[src/rtl/spi_mem_ctrl.sv]
// spi_mem_ctrl: command controller between an SPI slave and a single-port
// byte memory. Decodes 10-bit frames ({cmd[1:0], payload[7:0]}), keeps
// separate write/read pointers and runs one memory access at a time over a
// req/ack port with a timeout. Read bytes go back to the slave on tx_*.
//
// Ports:
//   clk, rst            - single clock, synchronous active-high reset
//   rx_data, rx_valid   - frame from slave; taken on rx_valid rising edge
//   tx_data, tx_valid   - read byte to slave, tx_valid held TX_HOLD cycles
//   mem_req, mem_we,
//   mem_addr, mem_wdata - memory request (held stable until ack/timeout)
//   mem_ack, mem_rdata  - memory completion and read data
//   busy                - controller not idle
//   err                 - one-cycle pulse on timeout or dropped frame
module spi_mem_ctrl #(
    parameter int TX_HOLD  = 8,
    parameter int TIMEOUT  = 16,
    parameter bit AUTO_INC = 1'b0
) (
    input  logic       clk,
    input  logic       rst,
    input  logic [9:0] rx_data,
    input  logic       rx_valid,
    output logic [7:0] tx_data,
    output logic       tx_valid,
    output logic       mem_req,
    output logic       mem_we,
    output logic [7:0] mem_addr,
    output logic [7:0] mem_wdata,
    input  logic       mem_ack,
    input  logic [7:0] mem_rdata,
    output logic       busy,
    output logic       err
);
    typedef enum logic [1:0] {IDLE, MEM_WR, MEM_RD, TX} state_t;

    localparam logic [1:0] CMD_WR_ADDR = 2'b00;
    localparam logic [1:0] CMD_WR_DATA = 2'b01;
    localparam logic [1:0] CMD_RD_ADDR = 2'b10;
    localparam logic [1:0] CMD_RD_DATA = 2'b11;

    localparam int TW = $clog2(TIMEOUT + 1);
    localparam int HW = $clog2(TX_HOLD + 1);

    state_t        state, next_state;
    logic          rx_valid_q;
    logic [7:0]    wr_ptr, rd_ptr;
    logic [TW-1:0] tmo_cnt;
    logic [HW-1:0] tx_cnt;

    logic [1:0] cmd;
    logic [7:0] payload;
    logic       acc, ack_hit, tmo_hit, tx_done;

    assign cmd     = rx_data[9:8];
    assign payload = rx_data[7:0];
    assign acc     = rx_valid & ~rx_valid_q;
    assign ack_hit = mem_req & mem_ack;
    // Ack on the last allowed edge wins, so the timeout needs ~mem_ack.
    assign tmo_hit = mem_req & ~mem_ack & (tmo_cnt == TW'(TIMEOUT - 1));
    assign tx_done = (tx_cnt == HW'(TX_HOLD - 1));
    assign busy    = (state != IDLE);

    // State register
    always_ff @(posedge clk) begin
        if (rst) state <= IDLE;
        else     state <= next_state;
    end

    // Next-state logic
    always_comb begin
        next_state = state;
        case (state)
            IDLE: begin
                if (acc && cmd == CMD_WR_DATA)      next_state = MEM_WR;
                else if (acc && cmd == CMD_RD_DATA) next_state = MEM_RD;
            end
            MEM_WR: if (ack_hit || tmo_hit) next_state = IDLE;
            MEM_RD: begin
                if (ack_hit)      next_state = TX;
                else if (tmo_hit) next_state = IDLE;
            end
            TX:      if (tx_done) next_state = IDLE;
            default: next_state = IDLE;
        endcase
    end

    // Registered outputs and datapath
    always_ff @(posedge clk) begin
        if (rst) begin
            rx_valid_q <= 1'b0;
            wr_ptr     <= '0;
            rd_ptr     <= '0;
            tmo_cnt    <= '0;
            tx_cnt     <= '0;
            tx_data    <= '0;
            tx_valid   <= 1'b0;
            mem_req    <= 1'b0;
            mem_we     <= 1'b0;
            mem_addr   <= '0;
            mem_wdata  <= '0;
            err        <= 1'b0;
        end else begin
            rx_valid_q <= rx_valid;
            err        <= 1'b0;
            case (state)
                IDLE: begin
                    if (acc) begin
                        case (cmd)
                            CMD_WR_ADDR: wr_ptr <= payload;
                            CMD_RD_ADDR: rd_ptr <= payload;
                            CMD_WR_DATA: begin
                                mem_req   <= 1'b1;
                                mem_we    <= 1'b1;
                                mem_addr  <= wr_ptr;
                                mem_wdata <= payload;
                                tmo_cnt   <= '0;
                            end
                            default: begin
                                mem_req  <= 1'b1;
                                mem_we   <= 1'b0;
                                mem_addr <= rd_ptr;
                                tmo_cnt  <= '0;
                            end
                        endcase
                    end
                end
                MEM_WR, MEM_RD: begin
                    if (acc) err <= 1'b1;  // frame dropped while busy
                    if (ack_hit) begin
                        mem_req <= 1'b0;
                        if (AUTO_INC) begin
                            if (state == MEM_WR) wr_ptr <= wr_ptr + 8'd1;
                            else                 rd_ptr <= rd_ptr + 8'd1;
                        end
                        if (state == MEM_RD) begin
                            tx_data  <= mem_rdata;
                            tx_valid <= 1'b1;
                            tx_cnt   <= '0;
                        end
                    end else if (tmo_hit) begin
                        mem_req <= 1'b0;
                        err     <= 1'b1;
                    end else begin
                        tmo_cnt <= tmo_cnt + TW'(1);
                    end
                end
                TX: begin
                    if (acc) err <= 1'b1;
                    if (tx_done) tx_valid <= 1'b0;
                    else         tx_cnt   <= tx_cnt + HW'(1);
                end
                default: ;
            endcase
        end
    end
endmodule

[config.mk]
export PLATFORM = sky130hd
export DESIGN_NAME = spi_mem_ctrl
export DESIGN_NICKNAME = d
export VERILOG_FILES = /design/src/rtl/spi_mem_ctrl.sv
export SDC_FILE = /design/constraint.sdc
export NUM_CORES = 1
export LEC_CHECK = 0
export CORE_MARGIN = 5
export CORE_UTILIZATION = 54
export DETAILED_ROUTE_END_ITERATION = 8
export MAX_ROUTING_LAYER = met4
export PLACE_DENSITY = 0.85
export SYNTH_ARGS = -nofsm -noshare
export SYNTH_HDL_FRONTEND = slang
export SYNTH_SLANG_ARGS = --single-unit
export TNS_END_PERCENT = 50
[constraint.sdc]
create_clock -name clk -period 3.8 [get_ports clk]
set_input_delay 0.76 -clock clk [delete_from_list [all_inputs] [get_ports clk]]
set_output_delay 0.76 -clock clk [all_outputs]
set_load 0.02 [all_outputs]
== Yosys cells after proc, flatten, opt, wreduce, memory -nomap -nowiden ==
Index checks and enable logic that the tools add are counted.

* Add/sub/neg operators: 2
* Muxes and demuxes: 31
* Bitwise operators: 7
* Reductions and logical operators: 20
* Eq/ne operators: 20

{| class="wikitable"
|+ Operator list
! kind !! count
|-
| 5-bit two-way mux || 4
|-
| 2-bit != test, second input constant || 9
|-
| 8-bit case mux with 2 select lines || 1
|-
| 4-bit AND reduction || 4
|-
| 3-bit AND reduction || 5
|-
| 2-bit two-way mux || 6
|-
| 4-bit two-way mux || 3
|-
| 1-bit two-way mux || 10
|-
| 5-bit case mux with 2 select lines || 1
|-
| 3-bit != test, second input constant || 3
|-
| 2-bit == test, second input constant || 4
|-
| 1-bit case mux with 2 select lines || 4
|-
| 2-bit case mux with 4 select lines || 1
|-
| 4-bit case mux with 2 select lines || 1
|-
| 2-bit nonzero test || 3
|-
| 5-bit by 1-bit adder with 5-bit output, second input constant || 1
|-
| 5-bit by 4-bit == test with 1-bit output, second input constant || 1
|-
| 5-bit AND reduction || 1
|-
| 4-bit by 1-bit adder with 4-bit output, second input constant || 1
|-
| 1-bit bitwise AND || 4
|-
| 2-bit by 1-bit == test with 1-bit output, second input constant || 2
|-
| 4-bit by 3-bit == test with 1-bit output, second input constant || 1
|-
| 2-bit logical NOT || 2
|-
| 2-bit OR reduction || 2
|-
| other kinds (3) || 6
|}

* Bits of input ports: 22
* Logic and storage cells: 93
* Output and inout port bits: 29
* Register bits after elaboration: 56

== Depth between registers and ports, before layout ==
* Depth after elaboration: 6
* Mapped depth: 8
* Depth with buffers taken out: 7

== Least setup slack after synthesis ==
Ideal clock, no wire load.

* Path type: flip-flop to flip-flop
* Start point: register tmo_cnt[0]
* End point: register tmo_cnt[3]
* Path slack: 1.834 ns
* Data required time: 3.726 ns
* Cell stages (with the launch flop): 8
* Buffers on the path: 0
* Clock period less this slack: 1.966 ns
* Arrival time: 1.891 ns
* Cell sequence: dfxtp_1 ha_1 and3_1 ha_1 o21ai_1 nand4_1 or4b_1 a31oi_1

* Longest elaborated chain between the ends: 4
* Elaborated cells on any way between the ends: 8

{| class="wikitable"
|+ RTL lines
! element !! RTL line !! source
|-
| from (decl) || 48 || <nowiki>logic [TW-1:0] tmo_cnt;</nowiki>
|-
| from (signal assigned) || 145 || <nowiki>tmo_cnt <= tmo_cnt + TW'(1);</nowiki>
|-
| 5-bit by 1-bit adder with 5-bit output or 5-bit by 4-bit == test with 1-bit output (tied branches) || 145, 60 ||
|-
| 5-bit two-way mux or 1-bit bitwise AND (tied branches) || 141, 60 ||
|-
| 5-bit two-way mux or 2-bit != test (tied branches) || n/a ||
|-
| 5-bit case mux with 2 select lines or 5-bit AND reduction (tied branches) || n/a ||
|}

Several ways; a longest one is shown, not always the timed one. The select of a mux whose other input is x is not followed.
A chain may end at the register's enable or synchronous reset.

== Worst setup path in the final report ==
* Start point: register state[0]
* End point: output port busy

* Longest elaborated chain between the ends: 1

{| class="wikitable"
|+ RTL lines
! element !! RTL line !! source
|-
| from (decl) || 45 || <nowiki>state_t state, next_state;</nowiki>
|-
| from (signal assigned) || 67 || <nowiki>else state <= next_state;</nowiki>
|-
| 2-bit nonzero test || 62 || <nowiki>assign busy = (state != IDLE);</nowiki>
|-
| to (decl) || 32 || <nowiki>output logic busy,</nowiki>
|}

Every way passes these cells.

==> metrics.yaml <==
chipWidth_um: 76.3
first_global_vias: 1858
drt-total-wl_mm: 5.19
ys_seq_area_frac: 0.473
vias: 1983
drc: 0
cts_setup_buffers: 0
clockBufferDepth: 2
rows: 24
fin_worst_skew_ns: 0.00457
portBuffers: 50
finalMaxSlewViolations: 0
cts_tree: "done"
yosysWarnings: 0
drtIter0Drc: 136
yosys-top-cells-count: "dfxtp_1 (56), nor2_1 (43), nand2_1 (36), mux2i_1 (24), a21oi_1 (17)"
grt_pass1_wl_mm: 8.76
relSlewSlack: 0.437
cp_top_family: "buffers and inverters"
period_share: 0.691
postSynth.asyncResetShare: 0
die-area_mm2: 0.00582
cp_num_buf_inv: 3
p_leak_nw: 1.11
postSynthCellCount: 266
cts_num_sinks: 56
area_growth_pct: 26.8
initial_core_util: 0.552
root_buffer: "clkbuf_8"
fill_cells: 350
cts_hold_buf: 0
clkLatencyLatePin_ns: 0.31
finalSetupViolations: 0
critical_path.startpoint_type: "flop"
dr.pass1.iters: 4
io_pins: 51
crit_fanout: 9
avgSynthCellArea_um2: 8.92
antenna_found_initial: 0
grt_max_degree: 30
clk_pin_slew_ns: 0.10
ys_types: 37
nNetsFinal: 338
wl_per_cell_um: 14.3
cp_slowest_cell: "clkdlybuf4s50_1"
critical_path.most_common_cell: "inv_1"
drv_cap: 0
antennaDiodeCount: 0
path_cells: "inv_1 -> ha_1 -> inv_1 -> clkdlybuf4s50_1"
synth_area_leader_cell: "dfxtp_1"
via_per_inst: 5.48
period_needed_ns: 2.62
synthesis.area_mm2: 0.00237
synth_top_flop_cell: "dfxtp_1"
hold_viol_final: 0
synthTopCellsByArea: "dfxtp_1 (47%), mux2i_1 (10%), nor2_1 (6.8%), nand2_1 (5.7%), ha_1 (3.7%)"
core_area_mm2: 0.00429
cp_data_required_time_ns: 3.04
h-tree-depth: 2
critPathKind: "flop to primary output"
hpwl_mm: 3.74
fin_tns_setup_ns: 0
layout-drive-gt1-share: 0.0581
cpPeakStageDelay_ns: 0.62
max_freq_mhz: 381
status: "finished, final reports clean"
place_congestion: 0.832
synth_most_common_cell: "dfxtp_1"
regArea_mm2: 0.00112
placed_cells: 354
instances_no_fill: 362
arrival_ns: 1.86
yosysTopAreaCellShare: 0.473
gr-total-overflow: 0
synth_fp_nets: 295
rsz0062_at_grt: "no"
grtUsageTotal: 0.185
worst_pin_slew_ns: 0.840
p_per_area_mw_per_mm2: 526
synth_edf_count: 0
multi_input_area_mm2: 0.00115
die_y_um: 76.3
pre_cts_ws_ns: 1.12
setup_slack_ns: 1.18
ys_seq_elements: 56
endpoint_kind: "primary output"
hp-class: "flop to flop"
cts-resized-gates: 0
cts_buffers: 5
ir_worst_vdd_mv: 0.310
final_antenna_net_count: 0
worst reg2reg max path: stages (launching register included):
cell	delay, ns
dfxtp_1	0.34
ha_1	0.23
and3_1	0.19
ha_1	0.21
o21ai_1	0.36
nand4_1	0.17
or4b_1	0.49
a31oi_1	0.18
report_power, final:
group	leakage (nW)	internal [mW]	switching [mW]
clock	0.0645	0.233	0.189
combinational	0.589	0.209	0.284
sequential	0.454	0.634	0.0336
total	1.11	1.08	0.507
final cells by class:
class / instances / share of cell area
Clock buffer: 7 / 0.0320
Tap cell: 52 / 0.0216
Timing Repair Buffer: 53 / 0.172
Inverter: 7 / 0.00873
Clock inverter: 1 / 0.00998
Multi-Input combinational cell: 186 / 0.383
Sequential cell: 56 / 0.373
routing by layer:
layer | share of wire | up-vias | wire length, µm | global-route usage
met2 | 0.49 | 41 | 2550 | 0.300
met1 | 0.44 | 932 | 2310 | 0.229
li1 | - | 1003 | - | -
met4 | 0.011 | 0 | 59 | 0.0472
met5 | 0 | - | 0 | -
met3 | 0.053 | 7 | 275 | 0.0485
flip-flops by register name, indices dropped and copies added, names as in the netlist:
register and count:
mem_addr 8, mem_wdata 8, rd_ptr 8, tx_data 8, wr_ptr 8, tmo_cnt 5
tx_cnt 4, state 2, err 1, mem_req 1, mem_we 1, rx_valid_q 1
tx_valid 1
through the flow:
stage / hold WS, ns / instance area, µm² / util / power, mW
floorplan: 0.432 / 2370 / - / 1.02
finish: 0.458 / 3010 / 0.701 / 1.58
global route: 0.478 / 3010 / 0.701 / 1.68
detailed placement: 0.447 / 2880 / 0.671 / 1.17
global placement: 0.441 / 2880 / 0.671 / 1.16
CTS: 0.460 / 3010 / 0.701 / 1.60
worst paths after layout:
kind                   start          to  slack (ns)  depth (start not counted)
setup / recovery    state[0]        busy        1.18                          4
hold / removal    tx_data[2]  tx_data[2]        0.46                          2
setup reg to reg  tmo_cnt[0]  tmo_cnt[3]        1.57                          7
hold reg to reg   tx_data[2]  tx_data[2]        0.46                          2
cells in the final DEF (no fill, tap or decap), types with 5 or more instances in the layout:
cell	count
dfxtp_1	56
clkdlybuf4s50_1	49
nor2_1	43
nand2_1	36
mux2i_1	24
a21oi_1	17
a311oi_1	8
inv_1	7
ha_1	7
clkbuf_8	7
o21ai_0	6
nand4b_1	5
cells by family after synthesis:
| family | Yosys count | share of synthesized area |
|---|---|---|
| flip-flops | 56 | 0.473 |
| AO/OA/AOI/OAI | 47 | 0.132 |
| adder cells (fa/ha/maj) | 7 | 0.0369 |
| multiplexers | 25 | 0.106 |
| AND/OR/NAND/NOR | 107 | 0.211 |
| buffers and inverters | 24 | 0.0417 |
No activity file was read; power rests on OpenSTA's default activity.
